[src/rtl/led_seq_if.sv]
// led_seq_if: sequencer pins; master drives btn (active-low) and mode, slave drives led and busy
interface led_seq_if #(parameter int N_LED = 4);
  logic btn;
  logic [1:0] mode;
  logic [N_LED-1:0] led;
  logic busy;
  modport master (output btn, mode, input led, busy);
  modport slave (input btn, mode, output led, busy);
endinterface

[src/rtl/led_seq_ctrl.sv]
// led_seq_ctrl: debounced push-button LED pattern sequencer; ports clk, reset (async high), io.slave (btn, mode in; led, busy out)
module led_seq_ctrl #(
  parameter int N_LED = 4,
  parameter int INIT_CYCLES = 250_000_000,
  parameter int RUN_CYCLES = 250_000_000,
  parameter int HALF_PERIOD = 16_666_667,
  parameter int DEBOUNCE_CYCLES = 500_000,
  parameter int RETRIGGER = 1
) (
  input logic clk,
  input logic reset,
  led_seq_if.slave io
);
  localparam int MAXC = INIT_CYCLES > RUN_CYCLES ? INIT_CYCLES : RUN_CYCLES;
  localparam int RW = MAXC > 1 ? $clog2(MAXC) : 1;
  localparam int TW = HALF_PERIOD > 1 ? $clog2(HALF_PERIOD) : 1;
  localparam int DW = $clog2(DEBOUNCE_CYCLES + 1);
  localparam logic [RW-1:0] INIT_LAST = RW'(INIT_CYCLES - 1);
  localparam logic [RW-1:0] RUN_LAST = RW'(RUN_CYCLES - 1);
  localparam logic [TW-1:0] TICK_LAST = TW'(HALF_PERIOD - 1);
  localparam logic [DW-1:0] DB_LAST = DW'(DEBOUNCE_CYCLES - 1);
  localparam logic [N_LED-1:0] ALL_ON = '1;
  localparam logic [N_LED-1:0] ALT = N_LED'({16{2'b01}});
  typedef enum logic [1:0] {INIT, IDLE, RUN} state_t;
  state_t state, state_n;
  logic [1:0] sync;
  logic btn_db, db_prev, press;
  logic [DW-1:0] db_cnt;
  logic [RW-1:0] run_cnt, run_cnt_n;
  logic [TW-1:0] tick_cnt, tick_cnt_n;
  logic [N_LED-1:0] tick_count, tick_count_n, led, led_n;
  logic [1:0] mode_q, mode_n;
  logic busy, busy_n, start, tick;
  function automatic logic [N_LED-1:0] entry(logic [1:0] m);
    return m == 2'd1 ? ~N_LED'(1) : m == 2'd2 ? ALT : ALL_ON;
  endfunction
  function automatic logic [N_LED-1:0] step(logic [1:0] m, logic [N_LED-1:0] l, logic [N_LED-1:0] tc);
    return m == 2'd3 ? ~tc : m == 2'd1 ? (l << 1) | (l >> (N_LED - 1)) : ~l;
  endfunction
  always_ff @(posedge clk or posedge reset)
    if (reset) begin
      sync <= 2'b11;
      btn_db <= 1'b1;
      db_prev <= 1'b1;
      db_cnt <= '0;
      press <= 1'b0;
    end else begin
      sync <= {sync[0], io.btn};
      db_prev <= btn_db;
      press <= db_prev & ~btn_db;
      if (sync[1] == btn_db)
        db_cnt <= '0;
      else if (db_cnt == DB_LAST) begin
        btn_db <= sync[1];
        db_cnt <= '0;
      end else
        db_cnt <= db_cnt + 1'b1;
    end
  always_ff @(posedge clk or posedge reset)
    if (reset) begin
      state <= INIT;
      run_cnt <= '0;
      tick_cnt <= '0;
      tick_count <= '0;
      mode_q <= '0;
      led <= ALL_ON;
      busy <= 1'b1;
    end else begin
      state <= state_n;
      run_cnt <= run_cnt_n;
      tick_cnt <= tick_cnt_n;
      tick_count <= tick_count_n;
      mode_q <= mode_n;
      led <= led_n;
      busy <= busy_n;
    end
  assign start = press && (state == IDLE || (state == RUN && RETRIGGER != 0));
  assign tick = tick_cnt == TICK_LAST;
  always_comb begin
    state_n = state;
    run_cnt_n = run_cnt;
    tick_cnt_n = tick_cnt;
    tick_count_n = tick_count;
    mode_n = mode_q;
    led_n = led;
    busy_n = busy;
    if (start) begin
      state_n = RUN;
      run_cnt_n = '0;
      tick_cnt_n = '0;
      tick_count_n = '0;
      mode_n = io.mode;
      led_n = entry(io.mode);
      busy_n = 1'b1;
    end else if (state == INIT || state == RUN) begin
      run_cnt_n = run_cnt + 1'b1;
      if (run_cnt == (state == INIT ? INIT_LAST : RUN_LAST)) begin
        state_n = IDLE;
        run_cnt_n = '0;
        tick_cnt_n = '0;
        led_n = ALL_ON;
        busy_n = 1'b0;
      end else if (state == RUN) begin
        tick_cnt_n = tick ? '0 : tick_cnt + 1'b1;
        tick_count_n = tick ? tick_count + 1'b1 : tick_count;
        led_n = tick ? step(mode_q, led, tick_count_n) : led;
      end
    end
  end
  assign io.led = led;
  assign io.busy = busy;
endmodule

[src/flat_wrapper.sv]
// flat-port wrapper written by rule: the top's interface ports become plain ports
module led_seq_ctrl_flat 
#(
  parameter int N_LED = 4,
  parameter int INIT_CYCLES = 250_000_000,
  parameter int RUN_CYCLES = 250_000_000,
  parameter int HALF_PERIOD = 16_666_667,
  parameter int DEBOUNCE_CYCLES = 500_000,
  parameter int RETRIGGER = 1
)
  (clk, reset, io_btn, io_mode, io_led, io_busy);
  led_seq_if #(.N_LED(N_LED)) io_i ();
  input logic clk;
  input logic reset;
  input wire logic [$bits(io_i.btn)-1:0] io_btn;
  input wire logic [$bits(io_i.mode)-1:0] io_mode;
  output wire logic [$bits(io_i.led)-1:0] io_led;
  output wire logic [$bits(io_i.busy)-1:0] io_busy;
  assign io_i.btn = io_btn;
  assign io_i.mode = io_mode;
  assign io_led = io_i.led;
  assign io_busy = io_i.busy;
  led_seq_ctrl #(.N_LED(N_LED), .INIT_CYCLES(INIT_CYCLES), .RUN_CYCLES(RUN_CYCLES), .HALF_PERIOD(HALF_PERIOD), .DEBOUNCE_CYCLES(DEBOUNCE_CYCLES), .RETRIGGER(RETRIGGER)) u_core (.clk(clk), .reset(reset), .io(io_i));
endmodule
[config.mk]
export PLATFORM = sky130hd
export DESIGN_NAME = led_seq_ctrl_flat
export DESIGN_NICKNAME = d
export VERILOG_FILES = /design/src/rtl/led_seq_if.sv /design/src/rtl/led_seq_ctrl.sv /design/src/flat_wrapper.sv
export SDC_FILE = /design/constraint.sdc
export NUM_CORES = 1
export LEC_CHECK = 0
export ABC_AREA = 1
export CAP_MARGIN = 20
export CORE_ASPECT_RATIO = 2
export CORE_UTILIZATION = 37
export CTS_BUF_LIST = sky130_fd_sc_hd__clkbuf_4 sky130_fd_sc_hd__clkbuf_8
export CTS_CLUSTER_SIZE = 12
export DETAILED_ROUTE_END_ITERATION = 7
export DONT_BUFFER_PORTS = 1
export PLACE_DENSITY = 0.57
export RECOVER_POWER = 50
export SLEW_MARGIN = 20
export SYNTH_ARGS = -nofsm -noshare
export SYNTH_HDL_FRONTEND = slang
export SYNTH_SLANG_ARGS = --single-unit
export TNS_END_PERCENT = 50
[constraint.sdc]
create_clock -name clk -period 3.25 [get_ports clk]
set_clock_uncertainty 0.15 [all_clocks]
set_input_delay 0.65 -clock clk [delete_from_list [all_inputs] [get_ports clk]]
set_output_delay 0.65 -clock clk [all_outputs]
set_load 0.1 [all_outputs]
==> reports/metrics.csv <==
stage,metric,value,unit
sta,finalSetupTns,0,ns
clock_network,clock-sinks,89,
cells_and_area,areaGrowthSynthToFinish,6.67,%
routing,drc,0,
cells_and_area,fillers,1547,
sta,hold_viol,0,
global_routing,grt_usage,18.7,%
setup_path,cp-endpoint,u_core.run_cnt[18],
clock_network,cts_resized,0,
setup_path,reg2regPathDepth,7,
sta,relSlewSlack,-52.6,%
sta,timing.final.crit_period,2.56,ns
cells_and_area,layout_commonest_cell,nand2_1,
cells_and_area,nNetsFinal,757,
placement,placed_cells,926,
setup_path,required,3.36,ns
global_routing,grt_antenna_before_repair,0,
setup_path,r2r-end,u_core.run_cnt[18],
setup_path,crit_start,u_core.state[1],
synthesis,synth_edf_count,0,
global_routing,grt_pass1_wl,22.2,mm
clock_network,cts_tree,built,
clock_network,cts_buffer_depth,2,
routing,wl,13.1,mm
placement,place_congestion,0.880,
setup_path,critPathLaunchType,flip-flop,
clock_network,clk_latency,0.36,ns
flow_run,drv_cap,1,
floorplan,dieHeight,173,µm
synthesis,avgSynthCellArea,7.25,µm²
routing,drt_iter0_drc,211,
placement,dpl.hpwl,9.77,mm
setup_path,worst_setup_path_end_kind,flip-flop,
pwr,power_density,331,mW/mm²
synthesis,async_flop_share,100,%
sta,finalSetupViolations,0,
routing,drtPass1Iterations,5,
global_routing,grt_max_degree,90,
setup_path,critical_path_arrival,2.68,ns
sta,fmax,0.390,GHz
floorplan,coreArea,0.0143,mm²
sta,maxSlewViolCount,90,
routing,wire_per_inst,13.9,µm
global_routing,grt_pass1_vias,4757,
clock_network,htree_levels,3,
synthesis,synthFlopType,dfrtp_1,
sta,rsz0062_at_grt,false,
floorplan,die-width,87.3,µm
setup_path,worstReg2RegStart,u_core.state[1],
pwr,irDropWorstVdd,0.267,mV
pwr,leakage,2.49,nW
routing,vias,4729,
synthesis,yosys_warnings,0,
synthesis,ys_ff_latch,89,
global_routing,grt_overflow_total,0,
sta,min_period_over_period,78.9,%
synthesis,ys_types,42,
setup_path,crit_path_max_fanout,19,
clock_network,cts_setup_buffers,0,
synthesis,syn_inst,742,
clock_network,clk_pin_slew,0.09,ns
floorplan,die_area,0.0151,mm²
clock_network,cts_buffers,9,
cells_and_area,final_core_util,40.2,%
cells_and_area,mostFrequentLayoutCells,"172 x nand2_1, 135 x nor2_1, 85 x inv_1",
status,violations,"max-capacitance violations, max-slew violations",
worst_hold_path,hp-class,input port to flip-flop,
placement,io_buffers,0,
floorplan,io-pin-count,10,
synthesis,syn_area,0.00538,mm²
cells_and_area,fin_area,0.00574,mm²
setup_path,r2r_slack,0.69,ns
cells_and_area,drive_gt1_share,9.87,%
clock_network,clockRootBuffer,clkbuf_8,
sta,worst_pin_slew,2.29,ns
placement,placed_area,0.00557,mm²
synthesis,synth_seq_area_share,41.6,%
clock_network,cts_hold_buf,0,
status,status,finished with violations,
floorplan,rows,62,
floorplan,start_util,37.7,%
cells_and_area,final_cells,942,
routing,ant_nets,0,
synthesis,syn_nets,754,
setup_path,path_class,flip-flop to flip-flop,
cells_and_area,diodes,0,
routing,vias_per_cell,5.02,
==> cell type report <==
cell class              instances  area (µm²)  share of cell area [%]
clock inverters                 5        37.5                   0.654
multi-input cells             551        2710                    47.3
repair buffers                  2        12.5                   0.218
flip-flops and latches         89        2240                    39.0
inverters                      92         348                    6.06
clock buffers                  11         151                    2.64
well taps                     192         240                    4.18
==> worst min-delay path by stage <==
stage,from,endpoint,slack (ns),depth (start not counted)
after global placement,u_core.sync[0],u_core.sync[1],0.20,0
after floorplan,u_core.sync[0],u_core.sync[1],0.20,0
final,io_btn,u_core.sync[0],0.14,0
after global routing,io_btn,u_core.sync[0],0.11,0
after detailed placement,u_core.sync[0],u_core.sync[1],0.20,0
after CTS,io_btn,u_core.sync[0],0.12,0
==> flip-flops by register name, summed over array words and instances (netlist names) <==
| register | cells |
|---|---|
| u_core.run_cnt | 28 |
| u_core.tick_cnt | 24 |
| u_core.db_cnt | 19 |
| u_core.io.led | 4 |
| u_core.tick_count | 4 |
| u_core.mode_q | 2 |
| u_core.state | 2 |
| u_core.sync | 2 |
| u_core.btn_db | 1 |
| u_core.db_prev | 1 |
| u_core.io.busy | 1 |
| u_core.press | 1 |
==> critical path, cell delays in order (launching register included) <==
cell and delay, ns:
dfrtp_1 0.38, inv_1 0.07, ha_1 0.29, nand2_2 0.31, nand2_1 0.42, nand2_2 0.42
inv_2 0.20, nor3_1 0.24
==> logic make-up after synthesis <==
group,share of synthesized area (%)
AO/OA/AOI/OAI,7.70
XOR/XNOR,2.77
adder cells (fa/ha/maj),1.63
buffers and inverters,8.00
flip-flops,41.6
multiplexers,0.209
AND/OR/NAND/NOR,38.1
==> synthesized netlist by cell type (2+ instances only) <==
library cell	count	area, µm²
a21oi_1	32	160
a22o_1	2	17.5
dfrtp_1	80	2000
nand3_2	5	50.1
buf_4	2	15.0
nor3b_1	2	15.0
nand4_1	18	113
nor3_1	22	110
or2_2	2	12.5
xor2_1	16	140
a21o_1	3	22.5
ha_1	7	87.6
inv_2	5	18.8
nor3_2	6	60.1
buf_6	5	56.3
nor2_2	9	56.3
clkbuf_1	2	7.51
nor2_1	135	507
nand3b_1	2	15.0
nand3_1	53	265
nor4_1	4	25.0
nand2_1	172	646
inv_1	86	323
a31oi_1	2	12.5
nand2_2	9	56.3
o21ai_0	33	165
dfstp_2	9	236
nor2_4	5	56.3
==> through the flow <==
step / setup slack [ns] / hold WS [ns] / power [W]
final: 0.686 / 0.143 / 0.00190
after global routing: 0.220 / 0.113 / 0.00198
after CTS: 0.638 / 0.116 / 0.00195
after detailed placement: 0.632 / 0.197 / 0.00118
after global placement: 0.791 / 0.196 / 0.00118
after floorplan: 0.158 / 0.195 / 0.00116
==> metal layers <==
metal / track usage (%) / share of wire [%]
met1: 19.3 / 38
met2: 35.0 / 56
met3: 2.29 / 1.7
met5: 0 / 0
met4: 10.0 / 4.3
==> power by group <==
part / internal [W] / switching (W)
clock network: 0.000325 / 0.000426
registers: 0.00111 / 0.00000417
logic: 0.00000427 / 0.0000300
total: 0.00144 / 0.000460
Power figures use the tool's default switching activity.
